$ cat src/rtl/conv_pkg.sv
// Shared constants and types for the convolution control path.
// Holds the default tile geometry, the derived tile sizes in words and the
// loader state encoding.
package conv_pkg;

   localparam int TN  = 16;
   localparam int TM  = 16;
   localparam int TR  = 64;
   localparam int TC  = 16;
   localparam int KSZ = 3;

   localparam int FM_TILE_WORDS = TM * TR * TC;
   localparam int W_TILE_WORDS  = TN * TM * KSZ * KSZ;
   localparam int KERNEL_SIZE   = KSZ * KSZ;

   // Width of each nested stream index (row, column, channel, kernel tap).
   localparam int CNT_W = 16;

   typedef enum logic [1:0] {
      IDLE    = 2'd0,
      LOAD_FM = 2'd1,
      LOAD_W  = 2'd2,
      COMPUTE = 2'd3
   } loader_state_t;

endpackage

$ cat src/rtl/conv_tile_loader_nest_counter.sv
// Three-level wrapping counter that walks a stream in order idx2, idx1, idx0
// (idx0 innermost).
// Ports:
//   clk, rst   clock and synchronous active-low reset
//   i_clr      synchronous clear to zero
//   i_en       advance one position
//   o_idx2..0  current indices
//   o_last     all three indices sit at their maxima
module nest_counter #(
   parameter int W    = 16,
   parameter int MAX2 = 1,
   parameter int MAX1 = 1,
   parameter int MAX0 = 1
) (
   input  logic         clk,
   input  logic         rst,
   input  logic         i_clr,
   input  logic         i_en,
   output logic [W-1:0] o_idx2,
   output logic [W-1:0] o_idx1,
   output logic [W-1:0] o_idx0,
   output logic         o_last
);

   logic [W-1:0] r_idx2;
   logic [W-1:0] r_idx1;
   logic [W-1:0] r_idx0;
   logic         w_wrap0;
   logic         w_wrap1;
   logic         w_wrap2;

   assign w_wrap0 = (r_idx0 == W'(MAX0));
   assign w_wrap1 = (r_idx1 == W'(MAX1));
   assign w_wrap2 = (r_idx2 == W'(MAX2));

   always_ff @(posedge clk) begin
      if (!rst || i_clr) begin
         r_idx2 <= '0;
         r_idx1 <= '0;
         r_idx0 <= '0;
      end else if (i_en) begin
         if (w_wrap0) begin
            r_idx0 <= '0;
            if (w_wrap1) begin
               r_idx1 <= '0;
               r_idx2 <= w_wrap2 ? '0 : r_idx2 + W'(1);
            end else begin
               r_idx1 <= r_idx1 + W'(1);
            end
         end else begin
            r_idx0 <= r_idx0 + W'(1);
         end
      end
   end

   assign o_idx2 = r_idx2;
   assign o_idx1 = r_idx1;
   assign o_idx0 = r_idx0;
   assign o_last = w_wrap2 && w_wrap1 && w_wrap0;

endmodule

$ cat src/rtl/conv_tile_loader.sv
// Tile loader: receives one tile (input FM then weights) as a valid/ready
// word stream, scatters it into the X-banked FM buffer and the weight buffer,
// then holds conv_computing_start until the compute path reports done.
// Ports:
//   clk, rst                 clock, synchronous active-low reset
//   load_start               rising edge starts a tile load (IDLE only)
//   in_data/valid/ready      input word stream
//   in_fm_wr_*               one-hot bank write into the FM buffer
//   weight_wr_*              weight buffer write
//   conv_computing_start     level, tile resident and compute running
//   conv_computing_done      one-cycle pulse from the control path
//   tile_done                one-cycle pulse after compute finishes
//   busy                     loader not idle
//
// state   | meaning
// IDLE    | waiting for a load_start rising edge
// LOAD_FM | accepting FM words, channel / row / column order
// LOAD_W  | accepting weight words, out-ch / in-ch / kernel-tap order
// COMPUTE | tile resident, waiting for conv_computing_done
module conv_tile_loader
   import conv_pkg::*;
#(
   parameter int AW = 16,
   parameter int DW = 32,
   parameter int Tn = TN,
   parameter int Tm = TM,
   parameter int Tr = TR,
   parameter int Tc = TC,
   parameter int K  = KSZ,
   parameter int X  = 4
) (
   input  logic          clk,
   input  logic          rst,
   input  logic          load_start,
   input  logic [DW-1:0] in_data,
   input  logic          in_valid,
   output logic          in_ready,
   output logic [X-1:0]  in_fm_wr_ena,
   output logic [AW-1:0] in_fm_wr_addr,
   output logic [DW-1:0] in_fm_wr_data,
   output logic          weight_wr_ena,
   output logic [AW-1:0] weight_wr_addr,
   output logic [DW-1:0] weight_wr_data,
   output logic          conv_computing_start,
   input  logic          conv_computing_done,
   output logic          tile_done,
   output logic          busy
);

   localparam int  KK       = K * K;
   localparam longint FM_WORDS = longint'(Tm) * Tr * Tc;
   localparam longint W_WORDS  = longint'(Tn) * Tm * K * K;
   localparam longint ADDR_SPAN = longint'(1) << AW;

   if (Tm % X != 0) begin : g_bad_banks
      $error("conv_tile_loader: Tm must be a multiple of X");
   end
   if (FM_WORDS > ADDR_SPAN) begin : g_bad_fm_span
      $error("conv_tile_loader: FM tile does not fit in AW");
   end
   if (W_WORDS > ADDR_SPAN) begin : g_bad_w_span
      $error("conv_tile_loader: weight tile does not fit in AW");
   end

   loader_state_t r_state;
   logic          r_load_start_d;
   logic          r_in_ready;
   logic          r_busy;
   logic          r_start;
   logic          r_tile_done;
   logic [X-1:0]  r_fm_wr_ena;
   logic [AW-1:0] r_fm_wr_addr;
   logic [DW-1:0] r_fm_wr_data;
   logic          r_w_wr_ena;
   logic [AW-1:0] r_w_wr_addr;
   logic [DW-1:0] r_w_wr_data;

   logic             w_ls_rise;
   logic             w_fm_acc;
   logic             w_w_acc;
   logic             w_cnt_clr;
   logic [CNT_W-1:0] w_fm_ch;
   logic [CNT_W-1:0] w_fm_r;
   logic [CNT_W-1:0] w_fm_c;
   logic             w_fm_last;
   logic [CNT_W-1:0] w_w_n;
   logic [CNT_W-1:0] w_w_m;
   logic [CNT_W-1:0] w_w_k;
   logic             w_w_last;
   logic [31:0]      w_fm_addr_full;
   logic [31:0]      w_w_addr_full;
   logic [X-1:0]     w_bank_onehot;

   assign w_ls_rise = load_start && !r_load_start_d;
   assign w_fm_acc  = in_valid && r_in_ready && (r_state == LOAD_FM);
   assign w_w_acc   = in_valid && r_in_ready && (r_state == LOAD_W);
   // Counters sit at zero while idle so each load starts from index 0.
   assign w_cnt_clr = (r_state == IDLE);

   nest_counter #(
      .W    (CNT_W),
      .MAX2 (Tm - 1),
      .MAX1 (Tr - 1),
      .MAX0 (Tc - 1)
   ) u_fm_cnt (
      .clk    (clk),
      .rst    (rst),
      .i_clr  (w_cnt_clr),
      .i_en   (w_fm_acc),
      .o_idx2 (w_fm_ch),
      .o_idx1 (w_fm_r),
      .o_idx0 (w_fm_c),
      .o_last (w_fm_last)
   );

   nest_counter #(
      .W    (CNT_W),
      .MAX2 (Tn - 1),
      .MAX1 (Tm - 1),
      .MAX0 (KK - 1)
   ) u_w_cnt (
      .clk    (clk),
      .rst    (rst),
      .i_clr  (w_cnt_clr),
      .i_en   (w_w_acc),
      .o_idx2 (w_w_n),
      .o_idx1 (w_w_m),
      .o_idx0 (w_w_k),
      .o_last (w_w_last)
   );

   // Channels interleave across banks; each bank holds Tm/X full planes.
   assign w_bank_onehot  = X'(1) << (32'(w_fm_ch) % 32'(X));
   assign w_fm_addr_full = (32'(w_fm_ch) / 32'(X)) * 32'(Tr * Tc)
                         + 32'(w_fm_r) * 32'(Tc) + 32'(w_fm_c);
   assign w_w_addr_full  = (32'(w_w_n) * 32'(Tm) + 32'(w_w_m)) * 32'(KK)
                         + 32'(w_w_k);

   always_ff @(posedge clk) begin
      if (!rst) begin
         r_state        <= IDLE;
         r_load_start_d <= 1'b0;
         r_in_ready     <= 1'b0;
         r_busy         <= 1'b0;
         r_start        <= 1'b0;
         r_tile_done    <= 1'b0;
         r_fm_wr_ena    <= '0;
         r_fm_wr_addr   <= '0;
         r_fm_wr_data   <= '0;
         r_w_wr_ena     <= 1'b0;
         r_w_wr_addr    <= '0;
         r_w_wr_data    <= '0;
      end else begin
         r_load_start_d <= load_start;
         r_fm_wr_ena    <= '0;
         r_w_wr_ena     <= 1'b0;
         r_tile_done    <= 1'b0;

         if (w_fm_acc) begin
            r_fm_wr_ena  <= w_bank_onehot;
            r_fm_wr_addr <= AW'(w_fm_addr_full);
            r_fm_wr_data <= in_data;
         end
         if (w_w_acc) begin
            r_w_wr_ena  <= 1'b1;
            r_w_wr_addr <= AW'(w_w_addr_full);
            r_w_wr_data <= in_data;
         end

         case (r_state)
            IDLE: begin
               if (w_ls_rise) begin
                  r_state    <= LOAD_FM;
                  r_in_ready <= 1'b1;
                  r_busy     <= 1'b1;
               end
            end
            LOAD_FM: begin
               if (w_fm_acc && w_fm_last) begin
                  r_state <= LOAD_W;
               end
            end
            LOAD_W: begin
               if (w_w_acc && w_w_last) begin
                  r_state    <= COMPUTE;
                  r_in_ready <= 1'b0;
               end
            end
            COMPUTE: begin
               // Start is raised one cycle after entry so the last weight
               // write has already been presented to the buffer.
               if (conv_computing_done) begin
                  r_state     <= IDLE;
                  r_start     <= 1'b0;
                  r_busy      <= 1'b0;
                  r_tile_done <= 1'b1;
               end else begin
                  r_start <= 1'b1;
               end
            end
            default: begin
               r_state <= IDLE;
            end
         endcase
      end
   end

   assign in_ready             = r_in_ready;
   assign busy                 = r_busy;
   assign conv_computing_start = r_start;
   assign tile_done            = r_tile_done;
   assign in_fm_wr_ena         = r_fm_wr_ena;
   assign in_fm_wr_addr        = r_fm_wr_addr;
   assign in_fm_wr_data        = r_fm_wr_data;
   assign weight_wr_ena        = r_w_wr_ena;
   assign weight_wr_addr       = r_w_wr_addr;
   assign weight_wr_data       = r_w_wr_data;

endmodule

$ cat config.mk
export PLATFORM = sky130hd
export DESIGN_NAME = conv_tile_loader
export DESIGN_NICKNAME = d
export VERILOG_FILES = /design/src/rtl/conv_pkg.sv /design/src/rtl/conv_tile_loader_nest_counter.sv /design/src/rtl/conv_tile_loader.sv
export SDC_FILE = /design/constraint.sdc
export NUM_CORES = 1
export LEC_CHECK = 0
export BUFFER_PORTS_ARGS = -buffer_cell sky130_fd_sc_hd__buf_2
export CAP_MARGIN = 20
export CORE_MARGIN = 3
export CORE_UTILIZATION = 59
export DETAILED_ROUTE_END_ITERATION = 7
export PLACE_DENSITY = 0.93
export SYNTH_ARGS = -nofsm -noshare
export SYNTH_HDL_FRONTEND = slang
export SYNTH_SLANG_ARGS = --single-unit
$ cat constraint.sdc
create_clock -name clk -period 11.05 [get_ports clk]
set_input_delay 0 -clock clk [delete_from_list [all_inputs] [get_ports clk]]
set_output_delay 0 -clock clk [all_outputs]
set_load 0.05 [all_outputs]
==> metrics.txt <==
Area after DPL between 0.01 and 0.015 sq mm; endpoint required time on the critical path about 11 ns; wire length of the first global-routing pass roughly 47 mm; maximum clock skew at final layout a little over 0.009 ns; Die W between 100 and 150 microns; setup-violating endpoint count in the final report 0; cell types occupying the most area after synthesis sky130_fd_sc_hd__dfxtp_1 39%, sky130_fd_sc_hd__ha_1 8.2%, sky130_fd_sc_hd__nand2_1 8.0%; GRT overflow 0; EDFF count, synth 0; post-synthesis instance area around 0.010 sq mm; maximum ir drop on the vdd rail about 110 uV; pin count of the biggest net entering global routing 67; Resize count post-CTS 0; part of the power in registers between 40% and 50%; mean instance size in the synthesized netlist ~8.3 sq um; final core utilization between 70 and 80%; LEAKAGE a little over 5 nW; via count of the first global-routing pass between 9000 and 10000; TritonCTS clock tree done; sequential fraction of the synthesis area roughly 39%; placeable core area 0.0169 sq mm; WP data arrival approximately 5.1 ns; met1 demand-to-capacity share in global routing ~34%; clock latency at the later pin of the worst-skew pair 0.50 ns; share of synthesized registers carrying an async set or reset 0%; area leader, netlist sky130_fd_sc_hd__dfxtp_1; global routing met2 resource utilization about half; ratio of final minimum period to clock period between 40% and 50%; number of standard-cell rows in the floorplan 47; layer carrying the most global-route usage met2; number of vias after detailed routing 9793; synth-to-layout area growth 18.5%; clock-pin transition on the worst setup and hold timing paths around 0.06 ns; max-slew violation count 0; prevailing post-synth register cell sky130_fd_sc_hd__dfxtp_1; placed wire-length estimate after detailed placement roughly 18 mm; routed wire length 28.5 mm; sw power 505 uW; met3 usage ~4.5%; number of antenna diodes 0; FF+latch count, synth 204; layout cells sized above 1 14.6%; count of final hold-check violations 0; effective utilization at floorplan 61.5%; Final nets approximately 1500; most frequently used cell type in the post-synthesis netlist sky130_fd_sc_hd__nand2_1; fin worst setup slack ~6.4 ns; Net Sw Frac about 29%; top-level port count 142; number of port buffers roughly 140; warnings from Yosys 0; root buffer selected by CTS sky130_fd_sc_hd__clkbuf_16; number of design-rule violations left by the first detailed-router iteration 968; Tot GR Track Use between 20 and 30%; initial antenna violation count 0; number of buffers added by the clock tree synthesis step 23; cell-internal power about 1.3 mW; unique cell type count in the Yosys netlist 62; Max transition margin between 40% and 50%; most frequent cells after synthesis 222 x sky130_fd_sc_hd__nand2_1, 204 x sky130_fd_sc_hd__dfxtp_1, 122 x sky130_fd_sc_hd__nor2_1; average wire length per cell after detail routing 17.3 microns; Finished Cell Area approximately 0.012 sq mm; post-detailed-route count of antenna-violating nets 0; maximum fanout along the worst path 6; combinational group share of total power about 14%; actual slew at the worst max-slew pin approximately 0.76 ns; maximum frequency from static timing analysis about 210 MHz; portion of total power attributed to the clock network 41.7%; synthesized instance count roughly 1200; CP Class flip-flop to flip-flop; Worst Setup End Kind flip-flop; reported max-cap violation count 0; clk buf depth 3; number of levels in the clock H-tree 1; DIE HEIGHT about 140 microns; number of nets in the synthesized netlist about 1400; nature of the critical path startpoint flip-flop; final RePlAce weighted congestion about 0.96; die area 0.0193 sq mm; pwr dens 142 mW/mm^2; min-delay worst type primary input to flip-flop; Placement Setup Slack between 6 and 7 ns; average vias per placed instance 5.95; setup repair after global routing missed its margin no; status complete, no violations; 1st-pass router iterations 5; area share of the largest cell type after synthesis approximately 39%; CTS Sinks slightly above 200; sum of negative setup slack 0 ns; remaining routing DRC violations 0; post-layout min period ~4.7 ns
timing repair:
| action | in CTS | in global routing |
|---|---|---|
| endpoints found under the hold margin | 69 | 0 |
| buffers inserted | 0 | 0 |
| hold buffers | 35 | 0 |
cells in the final DEF, fill, tap and decap left out, types with 5 or more instances in the layout:
master	count
sky130_fd_sc_hd__or4_1	5
sky130_fd_sc_hd__a211oi_1	9
sky130_fd_sc_hd__dlygate4sd3_1	35
sky130_fd_sc_hd__xnor2_1	59
sky130_fd_sc_hd__or3_1	22
sky130_fd_sc_hd__inv_1	68
sky130_fd_sc_hd__a21oi_1	121
sky130_fd_sc_hd__buf_4	6
sky130_fd_sc_hd__o21ai_0	37
sky130_fd_sc_hd__nor4_1	12
sky130_fd_sc_hd__and3_1	18
sky130_fd_sc_hd__nor2_1	122
sky130_fd_sc_hd__clkbuf_1	5
sky130_fd_sc_hd__ha_1	68
sky130_fd_sc_hd__o21a_1	5
sky130_fd_sc_hd__xor2_1	41
sky130_fd_sc_hd__a31oi_1	5
sky130_fd_sc_hd__a21o_1	13
sky130_fd_sc_hd__buf_2	141
sky130_fd_sc_hd__nand2b_1	7
sky130_fd_sc_hd__o21bai_1	5
sky130_fd_sc_hd__fa_1	19
sky130_fd_sc_hd__nand4_1	31
sky130_fd_sc_hd__nor3_1	10
sky130_fd_sc_hd__clkinv_2	7
sky130_fd_sc_hd__nand3_1	37
sky130_fd_sc_hd__clkbuf_16	23
sky130_fd_sc_hd__dfxtp_1	204
sky130_fd_sc_hd__nand2_1	222
critical path: stages, from the launching register on:
cell                        delay [ns]
sky130_fd_sc_hd__dfxtp_1          0.44
sky130_fd_sc_hd__ha_1             0.30
sky130_fd_sc_hd__a211oi_1         0.24
sky130_fd_sc_hd__nor2_1           0.10
sky130_fd_sc_hd__or4_1            0.43
sky130_fd_sc_hd__a31oi_1          0.22
sky130_fd_sc_hd__xnor2_1          0.12
sky130_fd_sc_hd__ha_1             0.30
sky130_fd_sc_hd__inv_1            0.06
sky130_fd_sc_hd__fa_1             0.50
sky130_fd_sc_hd__inv_1            0.05
sky130_fd_sc_hd__ha_1             0.31
sky130_fd_sc_hd__inv_1            0.09
sky130_fd_sc_hd__a2111oi_0        0.35
sky130_fd_sc_hd__o21ai_0          0.16
sky130_fd_sc_hd__a31oi_1          0.25
sky130_fd_sc_hd__xnor2_1          0.18
sky130_fd_sc_hd__xnor3_1          0.24
sky130_fd_sc_hd__o211a_1          0.20
per-stage QoR:
step	hold WS, ns	total power [mW]	instances
final	0.257	1.76	1646
after global routing	0.309	1.81	1646
after CTS	0.261	1.75	1645
after detailed placement	0.223	1.02	1569
after global placement	0.224	1.01	1569
after floorplan	0.100	0.957	1248
power by group through the flow:
stage | sequential, mW | combinational [mW] | clock (mW)
2_1_floorplan | 0.845 | 0.112 | 0
3_5_place_dp | 0.789 | 0.231 | 0
3_3_place_gp | 0.787 | 0.225 | 0
5_1_grt | 0.776 | 0.268 | 0.771
6_report | 0.774 | 0.251 | 0.732
4_1_cts | 0.773 | 0.242 | 0.734
cell type report:
cell class	instances	area (sq um)
sequential	204	4080
fill	1071	4600
inverter	69	259
multi-input combinational	930	5890
tap	220	275
clock buffer	32	649
timing repair buffer	182	1100
clock inverter	9	73.8
worst paths after layout:
path | startpoint | endpoint | slack, ns | depth (start not counted)
setup / recovery | u_w_cnt.o_idx2[1] | weight_wr_addr[15] | 6.39 | 18
hold reg to reg | weight_wr_addr[1] | weight_wr_addr[1] | 0.45 | 2
setup reg to reg | u_w_cnt.o_idx2[1] | weight_wr_addr[15] | 6.39 | 18
hold / removal | load_start | r_load_start_d | 0.26 | 4
cell families after synthesis:
logic type	after synthesis	share of synthesized area, %
xor gates and xnor gates	101	8.63
DFF	204	39.2
and+or+nand+nor	524	23.9
adders and majority gates	87	11.8
muxes	2	0.192
buffers and inverters	114	4.29
AOI/OAI and AO/OA	216	12.0
flip-flops by register name (all words and copies together), names as in the netlist:
| signal | count |
|---|---|
| weight_wr_data | 32 |
| u_w_cnt.o_idx0 | 16 |
| busy | 1 |
| in_fm_wr_data | 32 |
| u_fm_cnt.o_idx0 | 16 |
| in_fm_wr_ena | 4 |
| u_w_cnt.o_idx2 | 16 |
| in_ready | 1 |
| in_fm_wr_addr | 16 |
| weight_wr_addr | 16 |
| tile_done | 1 |
| u_fm_cnt.o_idx2 | 16 |
| conv_computing_start | 1 |
| r_state | 2 |
| weight_wr_ena | 1 |
| u_w_cnt.o_idx1 | 16 |
| u_fm_cnt.o_idx1 | 16 |
| r_load_start_d | 1 |
metal layers:
| layer | vias to the layer above | part of all wire, % |
|---|---|---|
| met4 | 0 | 4.1 |
| met5 | - | 0 |
| li1 | 4572 | - |
| met2 | 488 | 49 |
| met3 | 110 | 7.3 |
| met1 | 4623 | 39 |
(Power assumes the default switching activity.)
